## config.mk

```make
export PLATFORM = sky130hd
export DESIGN_NAME = ifetch_unit
export DESIGN_NICKNAME = d
export VERILOG_FILES = /design/src/rtl/ifetch_unit.sv
export SDC_FILE = /design/constraint.sdc
export NUM_CORES = 1
export LEC_CHECK = 0
export CORE_UTILIZATION = 44
export CTS_CLUSTER_SIZE = 24
export DETAILED_ROUTE_END_ITERATION = 8
export PLACE_DENSITY = 0.9
export REMOVE_ABC_BUFFERS = 1
export SYNTH_ARGS = -nofsm -noshare
export SYNTH_HDL_FRONTEND = slang
export SYNTH_SLANG_ARGS = --single-unit
```

## constraint.sdc

```tcl
create_clock -name clk -period 3.7 [get_ports clk]
set_input_delay 0.37 -clock clk [delete_from_list [all_inputs] [get_ports clk]]
set_output_delay 0.37 -clock clk [all_outputs]
set_load 0.02 [all_outputs]
```

## src/rtl/ifetch_unit.sv

```systemverilog
// Instruction fetch and next-PC unit: owns the PC, fetches over req/ack, holds the word for decode.
// Optional retire counter output enabled by defining IFETCH_RETIRE_COUNT_EN.
module ifetch_unit #(
   parameter logic [31:0] RESET_PC = 32'h0000_0000
) (
   input  logic        clk,
   input  logic        rst,
   output logic        imem_req,
   output logic [31:0] imem_addr,
   input  logic        imem_ack,
   input  logic [31:0] imem_rdata,
   output logic        inst_valid,
   input  logic        inst_ready,
   output logic [31:0] inst,
   output logic [31:0] pc,
   output logic [31:0] link_addr,
   input  logic [1:0]  branch,
   input  logic [15:0] imm16,
   input  logic [25:0] target26,
   input  logic [31:0] rs_data,
`ifdef IFETCH_RETIRE_COUNT_EN
   output logic [31:0] retire_cnt,
`endif
   output logic        misalign
);

   localparam logic [1:0] S_IDLE  = 2'd0;
   localparam logic [1:0] S_FETCH = 2'd1;
   localparam logic [1:0] S_HOLD  = 2'd2;
   localparam logic [1:0] S_HALT  = 2'd3;

   logic [1:0]  state;
   logic [31:0] p4;
   logic [31:0] next_pc;
   logic        accept;
   logic        jr_fault;

   assign imem_req   = (state == S_FETCH);
   assign inst_valid = (state == S_HOLD);
   assign misalign   = (state == S_HALT);
   assign imem_addr  = pc;
   assign p4         = pc + 32'd4;
   assign link_addr  = p4;
   assign accept     = inst_valid && inst_ready;
   assign jr_fault   = (branch == 2'b11) && (rs_data[1:0] != 2'b00);

   // NOTE: every variable assigned in always_comb gets a value on every path, so no latch is inferred.
   always_comb begin
      next_pc = p4;
      case (branch)
         2'b00:   next_pc = p4;
         2'b01:   next_pc = p4 + {{14{imm16[15]}}, imm16, 2'b00};
         2'b10:   next_pc = {p4[31:28], target26, 2'b00};
         default: next_pc = rs_data;
      endcase
   end

   // NOTE: sequential state uses non-blocking assignments so all registers update from pre-edge values.
   always_ff @(posedge clk or posedge rst) begin
      if (rst) begin
         state <= S_IDLE;
         pc    <= RESET_PC;
         inst  <= '0;
      end else begin
         case (state)
            S_IDLE: state <= S_FETCH;
            S_FETCH: begin
               if (imem_ack) begin
                  inst  <= imem_rdata;
                  state <= S_HOLD;
               end
            end
            S_HOLD: begin
               // A misaligned jr target is never loaded into pc, so it is never fetched.
               if (inst_ready) begin
                  if (jr_fault) begin
                     state <= S_HALT;
                  end else begin
                     pc    <= next_pc;
                     state <= S_FETCH;
                  end
               end
            end
            default: state <= S_HALT;
         endcase
      end
   end

`ifdef IFETCH_RETIRE_COUNT_EN
   always_ff @(posedge clk or posedge rst) begin
      if (rst) begin
         retire_cnt <= '0;
      end else if (accept) begin
         retire_cnt <= retire_cnt + 32'd1;
      end
   end
`endif

endmodule

```

==> tab_implementation.tex, run 1 <==
\begin{tabular}{lr}
\hline
Metric & Value \\
\hline
\multicolumn{2}{l}{\textbf{Layout}} \\
NumNets Final & 1037 \\
Storage cell area & 1660 µm² \\
Final cell count without fillers & 1066 \\
Number of antenna repair diodes & 0 \\
Area growth syn-to-layout & 52.3\% \\
Cell area after layout & 8660 µm² \\
Multi-input gate area & 3650 µm² \\
Share of post-route cells with drive strength above 1 & 0.148 \\
Filler cell count & 992 \\
\multicolumn{2}{l}{\textbf{Global routing}} \\
Global route total overflow & 0 \\
Maximum number of pins on one net before global-route repair & 38 \\
First-pass GRT wire length & 31200 µm \\
Antenna violations before repair & 0 \\
Via count of the first global-routing pass & 5784 \\
Total global routing track utilization & 0.312 \\
\multicolumn{2}{l}{\textbf{STA}} \\
Worst-margin pin slew & 0.846 ns \\
Highest achievable clock rate & 281 MHz \\
Final number of setup-violating endpoints & 0 \\
Final worst path period share & 0.961 \\
Count of final hold-check violations & 0 \\
Final hold slack & 0.384 ns \\
Number of pins with negative max-slew slack in the final report & 0 \\
Setup repair after global routing missed its margin & yes \\
Worst setup skew after layout & 0.00559 ns \\
Minimum clock period & 3.56 ns \\
Max-Slew Margin vs Limit & 0.435 \\
\multicolumn{2}{l}{\textbf{Floorplan}} \\
Row Count & 41 \\
I/O pins & 243 \\
Width of the die & 116 µm \\
Core Box Area & 12600 µm² \\
Initial Util & 0.451 \\
Die height & 116 µm \\
Floorplan die area & 13400 µm² \\
\multicolumn{2}{l}{\textbf{Synth}} \\
Dominant cells by area after synthesis & sky130\_fd\_sc\_hd\_\_dfrtp\_1 (29\%), sky130\_fd\_sc\_hd\_\_ha\_1 (7.7\%), sky130\_fd\_sc\_hd\_\_mux2\_2 (6.9\%) \\
Synth async-reset ratio & 1.00 \\
Synth Register Bits & 66 \\
Sequential-to-total area share from yosys stat & 0.290 \\
Number of library cell types mapped by synthesis & 60 \\
Count of mapped cells out of synthesis & 650 \\
Number of flops mapped to enable cells by yosys & 0 \\
Post-synthesis cell type with the largest combined area & sky130\_fd\_sc\_hd\_\_dfrtp\_1 \\
Warnings from Yosys & 0 \\
Dominant register cell in the synthesized netlist & sky130\_fd\_sc\_hd\_\_dfrtp\_1 \\
Cell area after technology mapping & 5690 µm² \\
Fraction of post-synthesis cell area in the top cell type by area & 0.290 \\
Mean cell area of the mapped netlist & 8.75 µm² \\
\multicolumn{2}{l}{\textbf{Drt}} \\
Iteration count of the initial detailed-routing pass & 6 \\
Via density & 5.76 \\
Avg WL per Cell & 19.4 µm \\
DRT iter0 DRCs & 464 \\
Detailed-route via count & 6136 \\
Wirelength, routed & 20700 µm \\
Remaining routing DRC violations & 0 \\
Remaining antenna violation count after routing & 0 \\
\multicolumn{2}{l}{\textbf{Critical path}} \\
Setup slack on the worst flop-to-flop path & 0.14 ns \\
Crit-path slowest cell & sky130\_fd\_sc\_hd\_\_dfrtp\_2 \\
Launching point of the worst reg2reg path & imem\_addr[3] \\
Critical Path, Cell by Cell & and3\_1 > and2\_1 > xor2\_1 > ha\_1 > nand2\_2 > o31a\_1 > and4b\_4 > o31ai\_4 > a31oi\_1 > o31ai\_2 > mux2i\_1 > a211o\_1 \\
Maximum fanout along the worst path & 7 \\
Data required time at the worst endpoint & 3.93 ns \\
Crit path arrival time & 3.78 ns \\
Setup CP Type & register to register \\
End of the worst register-to-register path & imem\_addr[29] \\
Highest cell delay on the worst timing path & 0.46 ns \\
Crit. End Element & register \\
R2R cell count & 12 \\
Startpoint type of the worst setup path & register \\
\multicolumn{2}{l}{\textbf{Placed design}} \\
Count of input and output buffers & 242 \\
Placement Cell Area & 8320 µm² \\
Placed wire-length estimate after detailed placement & 16300 µm \\
Instance count after placement with tap cells included & 1050 \\
Routability congestion estimate from global placement & 0.970 \\
\multicolumn{2}{l}{\textbf{Clock tree}} \\
Post-CTS setup buffer count & 0 \\
Cell at the root of the clock tree & sky130\_fd\_sc\_hd\_\_clkbuf\_16 \\
Clock sink count & 66 \\
Worst-case clock buffer depth & 2 \\
Clock-pin slew on the worst setup and hold paths & 0.06 ns \\
H-tree lvl count & 3 \\
Clk\_lat worst skew & 0.34 ns \\
Number of clock buffers inserted by TritonCTS & 9 \\
TritonCTS clock tree & done \\
Post\_cts resized & 0 \\
Count of hold buffers inserted by post-cts repair & 0 \\
\multicolumn{2}{l}{\textbf{Power}} \\
Power Dens Cells & 785 nW/µm² \\
Static leakage power & 3.69 nW \\
Peak ir drop on the vdd network & 0.000504 V \\
\multicolumn{2}{l}{\textbf{Job}} \\
Total of max-cap violations & 0 \\
\multicolumn{2}{l}{\textbf{Status}} \\
Outcome & complete, no violations \\
\multicolumn{2}{l}{\textbf{Hold path}} \\
Hold crit path type & primary input to async pin \\
\hline
\end{tabular}
==> metrics by stage <==
| stage | TNS (ns) | util | setup slack, ns | power (mW) |
|---|---|---|---|---|
| 3_3_place_gp | 0 | 0.659 | 0.219 | 5.77 |
| 2_1_floorplan | -0.341 | - | -0.240 | 3.70 |
| 3_5_place_dp | 0 | 0.659 | 0.157 | 5.83 |
| 5_1_grt | -0.0315 | 0.686 | -0.0235 | 7.19 |
| 6_report | 0 | 0.686 | 0.144 | 6.80 |
| 4_1_cts | 0 | 0.683 | 0.141 | 6.75 |
==> logic make-up after synthesis <==
| group | count (synthesis) | synth area share |
|---|---|---|
| flops | 66 | 0.290 |
| fa+ha+maj | 36 | 0.0805 |
| compound gates | 159 | 0.183 |
| mux | 53 | 0.123 |
| simple gates | 212 | 0.177 |
| buf+inv | 77 | 0.0741 |
| xor+xnor | 47 | 0.0724 |
==> registers in the layout, indices dropped and copies added, names as in the netlist <==
name       flops
state          2
imem_addr     32
inst          32
==> how the worst max path moves through the flow <==
stage | endpoint | cells past startpoint | startpoint | slack (ns)
floorplan | imem_addr[31] | 13 | imem_addr[4] | -0.24
global placement | imem_addr[31] | 13 | imem_addr[3] | 0.22
detailed placement | imem_addr[20] | 13 | imem_addr[3] | 0.16
CTS | imem_addr[20] | 13 | imem_addr[3] | 0.14
global route | imem_addr[31] | 14 | imem_addr[6] | -0.02
finish | imem_addr[29] | 12 | imem_addr[3] | 0.14
==> where the power goes <==
| part | switching (mW) | leakage, nW | internal (mW) | total [mW] |
|---|---|---|---|---|
| Sequential | 0.248 | 0.810 | 1.00 | 1.25 |
| Clock | 0.355 | 0.146 | 0.527 | 0.882 |
| Combinational | 2.45 | 2.73 | 2.22 | 4.67 |
| Total | 3.05 | 3.69 | 3.75 | 6.80 |
==> cell usage after synthesis (all sizes together), types with 5 or more instances <==
cell type,n
o21ai,42
nor3,10
ha,35
xor2,21
mux2,35
buf,40
nand4,7
o21a,7
nand2,79
inv,15
a21o,7
o31ai,6
a21oi,40
mux4,10
dfrtp,66
and3,15
mux2i,8
a211oi,7
nor2b,5
clkbuf,21
o211ai,7
nor2,43
xnor2,26
o22ai,5
nand3,27
and4,7
nand2b,5
==> per-layer routing <==
layer	vias up	wire length [µm]	track usage	share of wire
li1	2808	-	-	-
met1	2873	7760	0.370	0.37
met2	393	9950	0.520	0.48
met3	62	2120	0.0764	0.10
met4	0	896	0.172	0.043
met5	-	0	0	0
==> cell type report <==
| class | count | share of cell area |
|---|---|---|
| clock inverters | 7 | 0.00896 |
| multi-input cells | 507 | 0.422 |
| flip-flops and latches | 66 | 0.191 |
| clock buffers | 9 | 0.0260 |
| well taps | 172 | 0.0248 |
| inverters | 16 | 0.00693 |
| repair buffers | 289 | 0.320 |
==> layout by cell type (no fill, tap or decap), types with 5 or more instances in the layout <==
| cell | instances |
|---|---|
| sky130_fd_sc_hd__clkdlybuf4s50_1 | 242 |
| sky130_fd_sc_hd__nand2_1 | 78 |
| sky130_fd_sc_hd__dfrtp_1 | 63 |
| sky130_fd_sc_hd__buf_4 | 47 |
| sky130_fd_sc_hd__nor2_1 | 42 |
| sky130_fd_sc_hd__o21ai_0 | 40 |
| sky130_fd_sc_hd__a21oi_1 | 40 |
| sky130_fd_sc_hd__mux2_2 | 35 |
| sky130_fd_sc_hd__ha_1 | 33 |
| sky130_fd_sc_hd__nand3_1 | 27 |
| sky130_fd_sc_hd__xnor2_1 | 26 |
| sky130_fd_sc_hd__xor2_1 | 20 |
| sky130_fd_sc_hd__and3_1 | 15 |
| sky130_fd_sc_hd__inv_1 | 13 |
| sky130_fd_sc_hd__mux4_2 | 10 |
| sky130_fd_sc_hd__nor3_1 | 10 |
| sky130_fd_sc_hd__clkbuf_16 | 9 |
| sky130_fd_sc_hd__mux2i_1 | 8 |
| sky130_fd_sc_hd__o21a_1 | 7 |
| sky130_fd_sc_hd__a21o_1 | 7 |
| sky130_fd_sc_hd__nand4_1 | 7 |
| sky130_fd_sc_hd__a211oi_1 | 7 |
| sky130_fd_sc_hd__o211ai_1 | 7 |
| sky130_fd_sc_hd__nand2b_1 | 5 |
| sky130_fd_sc_hd__nor2b_1 | 5 |
| sky130_fd_sc_hd__and4_1 | 5 |
| sky130_fd_sc_hd__o22ai_1 | 5 |
==> worst max-delay path, delay by kind of cell, from the launching register on <==
kind            cells  cell delay (ns)
xor+xnor            1             0.17
flops               1             0.46
simple gates        4             0.75
mux                 1             0.12
fa+ha+maj           1             0.42
compound gates      5             1.52
(Power assumes the default switching activity.)
==> run 2, diff against run 1 <==
--- a/config.mk
+++ b/config.mk
@@ -12,2 +12,3 @@
 export REMOVE_ABC_BUFFERS = 1
+export SKIP_CTS_REPAIR_TIMING = 1
 export SYNTH_ARGS = -nofsm -noshare
--- a/constraint.sdc
+++ b/constraint.sdc
@@ -3,2 +3,2 @@
 set_output_delay 0.37 -clock clk [all_outputs]
-set_load 0.02 [all_outputs]
+set_load 0.1 [all_outputs]
==> run 2 against run 1 <==
- worst setup slack gained 0.055 ns
- die area is the same
- maximum frequency grew 1.6%
- critical path depth is the same
- register-to-register slack gained 0.06 ns
- utilization shrank 0.27 points
- sequential cell count is the same
- final cell count shrank 0.19%
- worst hold slack gained 0.12 ns
- count of clock-buffer cells in the layout is the same
- clock skew grew 0.0015 ns
- global-route usage shrank 0.18 points
- critical path type unchanged
- critical endpoint is now imem_addr[25]
- highest routed layer unchanged
==> tab_implementation.tex, run 2 (synthesis gave the netlist of run 1 again) <==
\begin{tabular}{lr}
\hline
Metric & Value \\
\hline
\multicolumn{2}{l}{\textbf{Clock tree}} \\
TritonCTS clock tree & done (unchanged) \\
Clock-pin slew on the worst setup and hold paths & 0.06 ns (about the same) \\
Cell at the root of the clock tree & sky130\_fd\_sc\_hd\_\_clkbuf\_16 (unchanged) \\
Worst-case clock buffer depth & 2 (unchanged) \\
Number of clock buffers inserted by TritonCTS & 9 (unchanged) \\
H-tree lvl count & 3 (unchanged) \\
Clk\_lat worst skew & 0.34 ns (about the same) \\
Clock sink count & 66 (unchanged) \\
\multicolumn{2}{l}{\textbf{Critical path}} \\
Highest cell delay on the worst timing path & 0.45 ns (was 0.46 ns) \\
Critical Path, Cell by Cell & and3\_1 > and2\_1 > xor2\_1 > ha\_2 > nand2\_2 > o31a\_1 > and4b\_4 > o31ai\_4 > a31oi\_1 > nor2\_1 > mux2\_2 > o31ai\_1 (was and3\_1 > and2\_1 > xor2\_1 > ha\_1 > nand2\_2 > o31a\_1 > and4b\_4 > o31ai\_4 > a31oi\_1 > o31ai\_2 > mux2i\_1 > a211o\_1) \\
Maximum fanout along the worst path & 7 (unchanged) \\
Setup CP Type & register to register (unchanged) \\
R2R cell count & 12 (unchanged) \\
Crit-path slowest cell & sky130\_fd\_sc\_hd\_\_dfrtp\_2 (unchanged) \\
Crit. End Element & register (unchanged) \\
Critical Path Stages & 12 (unchanged) \\
Buf+Inv Stages, Crit Path & 0 (unchanged) \\
Startpoint type of the worst setup path & register (unchanged) \\
Data required time at the worst endpoint & 3.94 ns (was 3.93 ns) \\
Kind of cell adding the most delay to the critical path & compound AO/OA/AOI/OAI gates (unchanged) \\
Crit path arrival time & 3.74 ns (was 3.78 ns) \\
\multicolumn{2}{l}{\textbf{Placed design}} \\
Instance count after placement with tap cells included & 1048 (was 1050) \\
Placement Cell Area & 8240 µm² (was 8320 µm²) \\
Routability congestion estimate from global placement & 0.933 (was 0.970) \\
Count of input and output buffers & 242 (unchanged) \\
Placed wire-length estimate after detailed placement & 16200 µm (was 16300 µm) \\
\multicolumn{2}{l}{\textbf{STA}} \\
Final hold slack & 0.503 ns (was 0.384 ns) \\
Highest achievable clock rate & 286 MHz (was 281 MHz) \\
Total negative slack & 0 ns (unchanged) \\
Number of pins with negative max-slew slack in the final report & 0 (unchanged) \\
Final number of setup-violating endpoints & 0 (unchanged) \\
Worst-margin pin slew & 1.06 ns (was 0.846 ns) \\
Max-Slew Margin vs Limit & 0.292 (was 0.435) \\
Count of final hold-check violations & 0 (unchanged) \\
Minimum clock period & 3.50 ns (was 3.56 ns) \\
Setup repair after global routing missed its margin & no (was yes) \\
Worst setup skew after layout & 0.00706 ns (was 0.00559 ns) \\
Final worst path period share & 0.946 (was 0.961) \\
\multicolumn{2}{l}{\textbf{Floorplan}} \\
Core Box Area & 12600 µm² (unchanged) \\
Initial Util & 0.451 (unchanged) \\
Die height & 116 µm (unchanged) \\
Width of the die & 116 µm (unchanged) \\
I/O pins & 243 (unchanged) \\
Row Count & 41 (unchanged) \\
Floorplan die area & 13400 µm² (unchanged) \\
\multicolumn{2}{l}{\textbf{Layout}} \\
NumNets Final & 1035 (was 1037) \\
Filler cell count & 999 (was 992) \\
Number of antenna repair diodes & 0 (unchanged) \\
Final cell count without fillers & 1064 (was 1066) \\
Area growth syn-to-layout & 51.7\% (was 52.3\%) \\
Most frequent cells in the layout & sky130\_fd\_sc\_hd\_\_clkdlybuf4s50\_1 (214), sky130\_fd\_sc\_hd\_\_nand2\_1 (78), sky130\_fd\_sc\_hd\_\_buf\_4 (73) (was sky130\_fd\_sc\_hd\_\_clkdlybuf4s50\_1 (242), sky130\_fd\_sc\_hd\_\_nand2\_1 (78), sky130\_fd\_sc\_hd\_\_dfrtp\_1 (63)) \\
Most frequent standard cell in the layout excluding fill and tap cells & sky130\_fd\_sc\_hd\_\_clkdlybuf4s50\_1 (unchanged) \\
Share of post-route cells with drive strength above 1 & 0.182 (was 0.148) \\
Cell area after layout & 8630 µm² (was 8660 µm²) \\
\multicolumn{2}{l}{\textbf{Drt}} \\
Avg WL per Cell & 19.2 µm (was 19.4 µm) \\
Remaining antenna violation count after routing & 0 (unchanged) \\
Wirelength, routed & 20500 µm (was 20700 µm) \\
DRT iter0 DRCs & 361 (was 464) \\
Via density & 5.73 (was 5.76) \\
Iteration count of the initial detailed-routing pass & 4 (was 6) \\
Remaining routing DRC violations & 0 (unchanged) \\
Detailed-route via count & 6095 (was 6136) \\
\multicolumn{2}{l}{\textbf{Global routing}} \\
Total global routing track utilization & 0.310 (was 0.312) \\
First-pass GRT wire length & 31400 µm (was 31200 µm) \\
Antenna violations before repair & 0 (unchanged) \\
Global route total overflow & 0 (unchanged) \\
Via count of the first global-routing pass & 5985 (was 5784) \\
Maximum number of pins on one net before global-route repair & 47 (was 38) \\
\multicolumn{2}{l}{\textbf{Job}} \\
Total of max-cap violations & 0 (unchanged) \\
\multicolumn{2}{l}{\textbf{Hold path}} \\
Number of cells traversed by the worst hold path & 1 \\
Hold crit path type & register to register (was primary input to async pin) \\
\multicolumn{2}{l}{\textbf{Status}} \\
Outcome & complete, no violations (unchanged) \\
\hline
\end{tabular}
==> run 2: layer usage <==
metal / up-vias / GRT usage / share of wire
met5: - / 0 / 0
met3: 69 / 0.0837 / 0.11
li1: 2804 / - / -
met2: 394 / 0.509 / 0.47
met1: 2828 / 0.367 / 0.37
met4: 0 / 0.179 / 0.044
==> run 2: area by class of cell <==
cell class	instances	area [µm²]	share of cell area
Clock buffer	9	225	0.0261
Tap cell	172	215	0.0249
Multi-Input combinational cell	507	3680	0.427
Timing Repair Buffer	287	2690	0.312
Sequential cell	66	1650	0.192
Clock inverter	7	100	0.0116
Inverter	16	60.1	0.00696
==> run 2: metrics by stage <==
step	utilization	setup WS (ns)
2_1_floorplan	-	-2.71
4_1_cts	0.678	0.0330
3_5_place_dp	0.653	0.0692
3_3_place_gp	0.653	0.189
6_report	0.684	0.199
5_1_grt	0.684	0.00177
==> run 2: final timing paths <==
path | slack, ns | to | start
max in group asynchronous | 2.18 | imem_addr[1] | rst
min | 0.50 | inst[21] | inst[21]
max | 0.20 | imem_addr[25] | imem_addr[3]
max reg2reg | 0.20 | imem_addr[25] | imem_addr[3]
min reg2reg | 0.50 | inst[21] | inst[21]
min in group asynchronous | 0.65 | inst[10] | rst
==> run 2: worst register-to-register path, delay by kind of cell (launching register included) <==
kind | cells | cell delay (ns)
multiplexers | 1 | 0.36
adder cells (fa/ha/maj) | 1 | 0.41
AND/OR/NAND/NOR | 5 | 0.93
XOR/XNOR | 1 | 0.18
flip-flops | 1 | 0.45
AO/OA/AOI/OAI | 4 | 1.10
Power of run 2 is not shown: default switching activity piles up to over one toggle a cycle in this logic, so the estimate is an artifact.
